==> src/rtl/mem_port_arbiter.sv <==
// Shares one memory port between the instruction-fetch and load/store requesters.
// Define MEM_ARB_RR_EN for round-robin arbitration; the default is fixed priority (LS wins).
module mem_port_arbiter #(
  parameter int AWIDTH = 32,
  parameter int DWIDTH = 32,
  parameter int RD_LAT = 1
) (
  input  logic              clk,
  input  logic              rst,
  input  logic              if_req_valid,
  output logic              if_req_ready,
  input  logic [AWIDTH-1:0] if_req_addr,
  output logic              if_rsp_valid,
  output logic [DWIDTH-1:0] if_rsp_data,
  input  logic              ls_req_valid,
  output logic              ls_req_ready,
  input  logic [AWIDTH-1:0] ls_req_addr,
  input  logic              ls_req_we,
  input  logic [DWIDTH-1:0] ls_req_wdata,
  output logic              ls_rsp_valid,
  output logic [DWIDTH-1:0] ls_rsp_data,
  output logic [AWIDTH-1:0] mem_addr,
  output logic [DWIDTH-1:0] mem_data_out,
  input  logic [DWIDTH-1:0] mem_data_in,
  output logic              mem_read_en,
  output logic              mem_write_en,
  output logic              busy
);

  typedef enum logic [1:0] {
    S_IDLE   = 2'd0,
    S_ACCESS = 2'd1,
    S_WAIT   = 2'd2,
    S_RESP   = 2'd3
  } state_t;

  localparam logic [3:0] LP_RD_LAT = 4'(RD_LAT);

  state_t            r_state;
  state_t            w_next;
  logic              w_gnt_if;
  logic              w_gnt_ls;
  logic              w_hs_if;
  logic              w_hs_ls;
  logic              w_wait_done;
  logic              r_we;
  logic              r_owner_ls;
  logic [3:0]        r_cnt;
  logic              r_busy;
  logic [AWIDTH-1:0] r_mem_addr;
  logic [DWIDTH-1:0] r_mem_data_out;
  logic              r_mem_read_en;
  logic              r_mem_write_en;
  logic              r_if_rsp_valid;
  logic              r_ls_rsp_valid;
  logic [DWIDTH-1:0] r_if_rsp_data;
  logic [DWIDTH-1:0] r_ls_rsp_data;

`ifdef MEM_ARB_RR_EN
  // r_last_ls=1 means LS won the last handshake, so a tie goes to IF (reset favours IF).
  logic r_last_ls;

  always_comb begin
    w_gnt_if = 1'b0;
    w_gnt_ls = 1'b0;
    if (if_req_valid && ls_req_valid) begin
      w_gnt_if = r_last_ls;
      w_gnt_ls = ~r_last_ls;
    end else begin
      w_gnt_if = if_req_valid;
      w_gnt_ls = ls_req_valid;
    end
  end

  always_ff @(posedge clk or posedge rst) begin
    if (rst) begin
      r_last_ls <= 1'b1;
    end else if (w_hs_ls) begin
      r_last_ls <= 1'b1;
    end else if (w_hs_if) begin
      r_last_ls <= 1'b0;
    end else begin
      r_last_ls <= r_last_ls;
    end
  end
`else
  always_comb begin
    w_gnt_ls = ls_req_valid;
    w_gnt_if = if_req_valid & ~ls_req_valid;
  end
`endif

  assign if_req_ready = (r_state == S_IDLE) & w_gnt_if;
  assign ls_req_ready = (r_state == S_IDLE) & w_gnt_ls;
  assign w_hs_if      = if_req_ready & if_req_valid;
  assign w_hs_ls      = ls_req_ready & ls_req_valid;
  assign w_wait_done  = (r_state == S_WAIT) && (r_cnt <= 4'd1);

  always_comb begin
    w_next = r_state;
    case (r_state)
      S_IDLE: begin
        if (w_hs_if || w_hs_ls) begin
          w_next = S_ACCESS;
        end else begin
          w_next = S_IDLE;
        end
      end
      S_ACCESS: begin
        if (r_we) begin
          w_next = S_RESP;
        end else begin
          w_next = S_WAIT;
        end
      end
      S_WAIT: begin
        if (w_wait_done) begin
          w_next = S_RESP;
        end else begin
          w_next = S_WAIT;
        end
      end
      S_RESP:  w_next = S_IDLE;
      default: w_next = S_IDLE;
    endcase
  end

  // Memory strobes and responses are registered so they are live only in ACCESS / RESP.
  always_ff @(posedge clk or posedge rst) begin
    if (rst) begin
      r_state        <= S_IDLE;
      r_busy         <= 1'b0;
      r_we           <= 1'b0;
      r_owner_ls     <= 1'b0;
      r_cnt          <= 4'd0;
      r_mem_addr     <= {AWIDTH{1'b0}};
      r_mem_data_out <= {DWIDTH{1'b0}};
      r_mem_read_en  <= 1'b0;
      r_mem_write_en <= 1'b0;
      r_if_rsp_valid <= 1'b0;
      r_ls_rsp_valid <= 1'b0;
      r_if_rsp_data  <= {DWIDTH{1'b0}};
      r_ls_rsp_data  <= {DWIDTH{1'b0}};
    end else begin
      r_state        <= w_next;
      r_busy         <= (w_next != S_IDLE);
      r_mem_addr     <= {AWIDTH{1'b0}};
      r_mem_data_out <= {DWIDTH{1'b0}};
      r_mem_read_en  <= 1'b0;
      r_mem_write_en <= 1'b0;
      r_if_rsp_valid <= 1'b0;
      r_ls_rsp_valid <= 1'b0;
      case (r_state)
        S_IDLE: begin
          if (w_hs_ls) begin
            r_owner_ls     <= 1'b1;
            r_we           <= ls_req_we;
            r_mem_addr     <= ls_req_addr;
            r_mem_read_en  <= ~ls_req_we;
            r_mem_write_en <= ls_req_we;
            r_mem_data_out <= ls_req_we ? ls_req_wdata : {DWIDTH{1'b0}};
          end else if (w_hs_if) begin
            r_owner_ls    <= 1'b0;
            r_we          <= 1'b0;
            r_mem_addr    <= if_req_addr;
            r_mem_read_en <= 1'b1;
          end else begin
            r_owner_ls <= r_owner_ls;
          end
        end
        S_ACCESS: begin
          r_cnt <= LP_RD_LAT;
          if (r_we) begin
            if (r_owner_ls) begin
              r_ls_rsp_valid <= 1'b1;
              r_ls_rsp_data  <= {DWIDTH{1'b0}};
            end else begin
              r_if_rsp_valid <= 1'b1;
              r_if_rsp_data  <= {DWIDTH{1'b0}};
            end
          end
        end
        S_WAIT: begin
          r_cnt <= r_cnt - 4'd1;
          if (w_wait_done) begin
            if (r_owner_ls) begin
              r_ls_rsp_valid <= 1'b1;
              r_ls_rsp_data  <= mem_data_in;
            end else begin
              r_if_rsp_valid <= 1'b1;
              r_if_rsp_data  <= mem_data_in;
            end
          end
        end
        S_RESP: begin
          r_cnt <= 4'd0;
        end
        default: begin
          r_cnt <= 4'd0;
        end
      endcase
    end
  end

  assign busy         = r_busy;
  assign mem_addr     = r_mem_addr;
  assign mem_data_out = r_mem_data_out;
  assign mem_read_en  = r_mem_read_en;
  assign mem_write_en = r_mem_write_en;
  assign if_rsp_valid = r_if_rsp_valid;
  assign if_rsp_data  = r_if_rsp_data;
  assign ls_rsp_valid = r_ls_rsp_valid;
  assign ls_rsp_data  = r_ls_rsp_data;

endmodule

==> config.mk <==
export PLATFORM = sky130hd
export DESIGN_NAME = mem_port_arbiter
export DESIGN_NICKNAME = d
export VERILOG_FILES = /design/src/rtl/mem_port_arbiter.sv
export SDC_FILE = /design/constraint.sdc
export NUM_CORES = 1
export LEC_CHECK = 0
export CORE_UTILIZATION = 25
export DETAILED_ROUTE_END_ITERATION = 8
export GPL_TIMING_DRIVEN = 0
export PLACE_DENSITY = 0.6
export SLEW_MARGIN = 20
export SYNTH_ARGS = -nofsm -noshare
export SYNTH_HDL_FRONTEND = slang
export SYNTH_SLANG_ARGS = --single-unit
export TNS_END_PERCENT = 20
==> constraint.sdc <==
create_clock -name clk -period 14.5 [get_ports clk]
set_input_delay 2.9 -clock clk [delete_from_list [all_inputs] [get_ports clk]]
set_output_delay 2.9 -clock clk [all_outputs]
set_load 0.005 [all_outputs]
==> impl_metrics.ini <==
[yosys]
synth-edff-count = 0
synth_top_family_by_area = compound AO/OA/AOI/OAI gates
synth-compound-area-share_pct = 14.9
synth_area_sq_um = 5540
synth_xor_area_share_pct = 0
synth_seq_cells = 141
synth_mux_area_share_pct = 6.05
synth_fa_ha_area_share_pct = 1.58
ys_types = 31
syn_area_per_cell_sq_um = 13.0
syn-num-nets = 565
ys_warn_count = 0
synth_flop_cell = dfrtp_1
synthSimpleGateAreaFrac_pct = 8.06
synthesis.instances = 425
async_flop_share_pct = 100
ys_seq_area_share_pct = 63.7

[drt]
first_iter_violations = 89
drt_first_pass_iters = 4
post-route-drc-count = 0
vias = 4351
vias_per_cell = 4.33
routed_wl_mm = 16.2
drtAntennaViolNets = 0
route.detailed.wl_per_inst_microns = 16.1

[clock_tree]
numCtsBuffers = 17
holdBufCountCts = 0
cts_resized = 0
htree_num_levels = 4
cts_setup_buffers = 0
cts_sinks = 141
ctsLongestPathBuffers = 2
path_clk_slew_ns = 0.05
worstSkewPairLatency_ns = 0.41
cts_root_buf = clkbuf_16
tritoncts = done

[job]
cap_viol_max_count = 0

[grt]
grt_overflow = 0
grt_pass1_vias = 4447
grt_use_total_pct = 14.5
antenna_found_initial = 0
grt_pass1_wl_mm = 24.7
grt_max_degree = 76

[placed_design]
place_congestion = 0.721
port_buffers = 267
dp.final_hpwl_mm = 11.8
post-place-cells = 973

[critical_path]
cp-end-kind = output port
crit_slowest_cell = clkdlybuf4s50_1
ff2ff_path_depth = 7
worstSetupStartpointType = input pin
slowest_delay_ns = 0.60
required_ns = 11.60
critical_path_class = input pin to output port
reg2reg_from = r_state[0]
reg2reg_slack_ns = 12.32
r2r_end = ls_rsp_data[31]
crit_arrival_ns = 4.91
crit_path_cell_trace = clkdlybuf4s50_1 > and2_1 > clkbuf_1 > clkbuf_1 > clkdlybuf4s50_1
worstPathMaxFanout = 10

[timing]
setup_violations = 0
min_period_ns = 7.81
fin_worst_skew_ns = 0.00767
clock.fmax_ghz = 0.128
slew_headroom_pct = 61.7
drv_slew = 0
worst_slew_pin_slew_ns = 0.574
setup_tns_ns = 0
post-route-period-util_pct = 53.8
hold_violations = 0
rsz0062_at_grt = no

[power_and_ir_drop]
p_total_w = 0.00180
ir_worst_vdd_uv = 79.8
leakagePower_nw = 4.03
power_density_nw_per_um2 = 195

[cells_and_area]
syn_to_final_growth_pct = 66.4
antenna_cells = 0
post-route-util_pct = 42.4
finalNonFillerCells = 1004
final_nets = 852
drive_gt1_share_pct = 6.63

[hold_path]
holdPathEnd = if_rsp_data[2]
hold_path_depth = 1
hold_path_class = flop to flop
hp-start = if_rsp_data[2]

[floorplanning]
core_sq_um = 21800
row_count = 54
die_area_sq_um = 22800
die_h_microns = 151
die_w_microns = 151
start_util_pct = 25.5
io_pins = 268

[outcome]
status = completed
[kinds of logic (layout without fill, tap and decap cells)]
group,after synthesis,in the layout
simple gates,86,86
compound gates,91,91
mux,33,33
buf+inv,67,366
flops,141,141
fa+ha+maj,7,7
[metrics by stage]
step	hold slack [ns]	worst slack, ns	cell area [sq um]
2_1_floorplan	0.439	7.82	5540
3_3_place_gp	0.465	5.55	8560
3_5_place_dp	0.480	6.67	8600
4_1_cts	0.492	6.65	9220
5_1_grt	0.509	6.49	9220
6_report	0.487	6.69	9220
[state kept, by name (all words and copies together), names as in the netlist]
register	count
ls_rsp_data	32
r_owner_ls	1
mem_addr	32
r_cnt	4
if_rsp_data	32
if_rsp_valid	1
busy	1
mem_write_en	1
mem_data_out	32
ls_rsp_valid	1
mem_read_en	1
r_we	1
r_state	2
[layout by cell type, fill, tap and decap left out, drive strengths merged, types with 2 or more instances in the layout]
cell           Yosys  final
nand2             35     35
o21ai              4      4
a32o              20     20
clkinvlp           0      2
nor2               6      6
and2              34     34
a22o              56     56
mux2i             32     32
clkbuf            19     37
ha                 7      7
a21o               4      4
dfrtp            141    141
or2                3      3
inv               37     40
bufinv             0      4
nand2b             4      4
clkdlybuf4s50      0    267
clkinv             0      4
o221ai             2      2
a21oi              2      2
buf               11     12
[how the worst max path moves through the flow]
| stage | startpoint | to | slack [ns] | cells after the start |
|---|---|---|---|---|
| 2_1_floorplan | rst | busy | 7.82 | 1 |
| 3_3_place_gp | rst | mem_addr[15] | 5.55 | 2 |
| 3_5_place_dp | ls_req_valid | ls_req_ready | 6.67 | 5 |
| 4_1_cts | ls_req_valid | ls_req_ready | 6.65 | 5 |
| 5_1_grt | ls_req_valid | ls_req_ready | 6.49 | 5 |
| 6_report | ls_req_valid | ls_req_ready | 6.69 | 5 |
[power by group]
group	leakage [nW]	internal, W	total, W	switching [W]
combinational	1.85	0.000429	0.000771	0.000342
sequential	1.89	0.000506	0.000566	0.0000599
clock	0.297	0.000289	0.000464	0.000175
[critical path, delay by kind of cell]
family / cells / cell delay (ns)
simple gates: 1 / 0.14
buf+inv: 4 / 1.86
[synth_stat cells, types with 2 or more instances]
cell | n | area (sq um)
o221ai_1 | 2 | 17.5
mux2i_1 | 32 | 320
nand2b_1 | 4 | 25.0
buf_2 | 7 | 35.0
buf_12 | 3 | 60.1
nand2_1 | 35 | 131
and2_1 | 34 | 213
inv_1 | 37 | 139
nor2_1 | 6 | 22.5
ha_1 | 7 | 87.6
o21ai_0 | 3 | 15.0
a21o_1 | 4 | 30.0
clkbuf_1 | 19 | 71.3
a32o_1 | 20 | 200
a22o_1 | 56 | 490
dfrtp_1 | 141 | 3530
[metal layers]
metal  GRT usage [%]  wire length, microns  share of wire (%)  vias up
met2            23.4                  7680                 48      187
met3            7.20                  1640                 10        7
met5               0                     0                  0        -
met1            17.4                  6770                 42     2102
li1                -                     -                  -     2055
met4            2.85                    79               0.49        0
[area by class of cell]
cell class | instances | area [sq um]
clock buffer | 18 | 429
fill | 2119 | 12500
tap | 280 | 350
timing repair buffer | 268 | 2700
clock inverter | 13 | 189
multi-input combinational | 217 | 1690
inverter | 37 | 146
buffer | 30 | 178
sequential | 141 | 3530
Power figures use the tool's default switching activity.
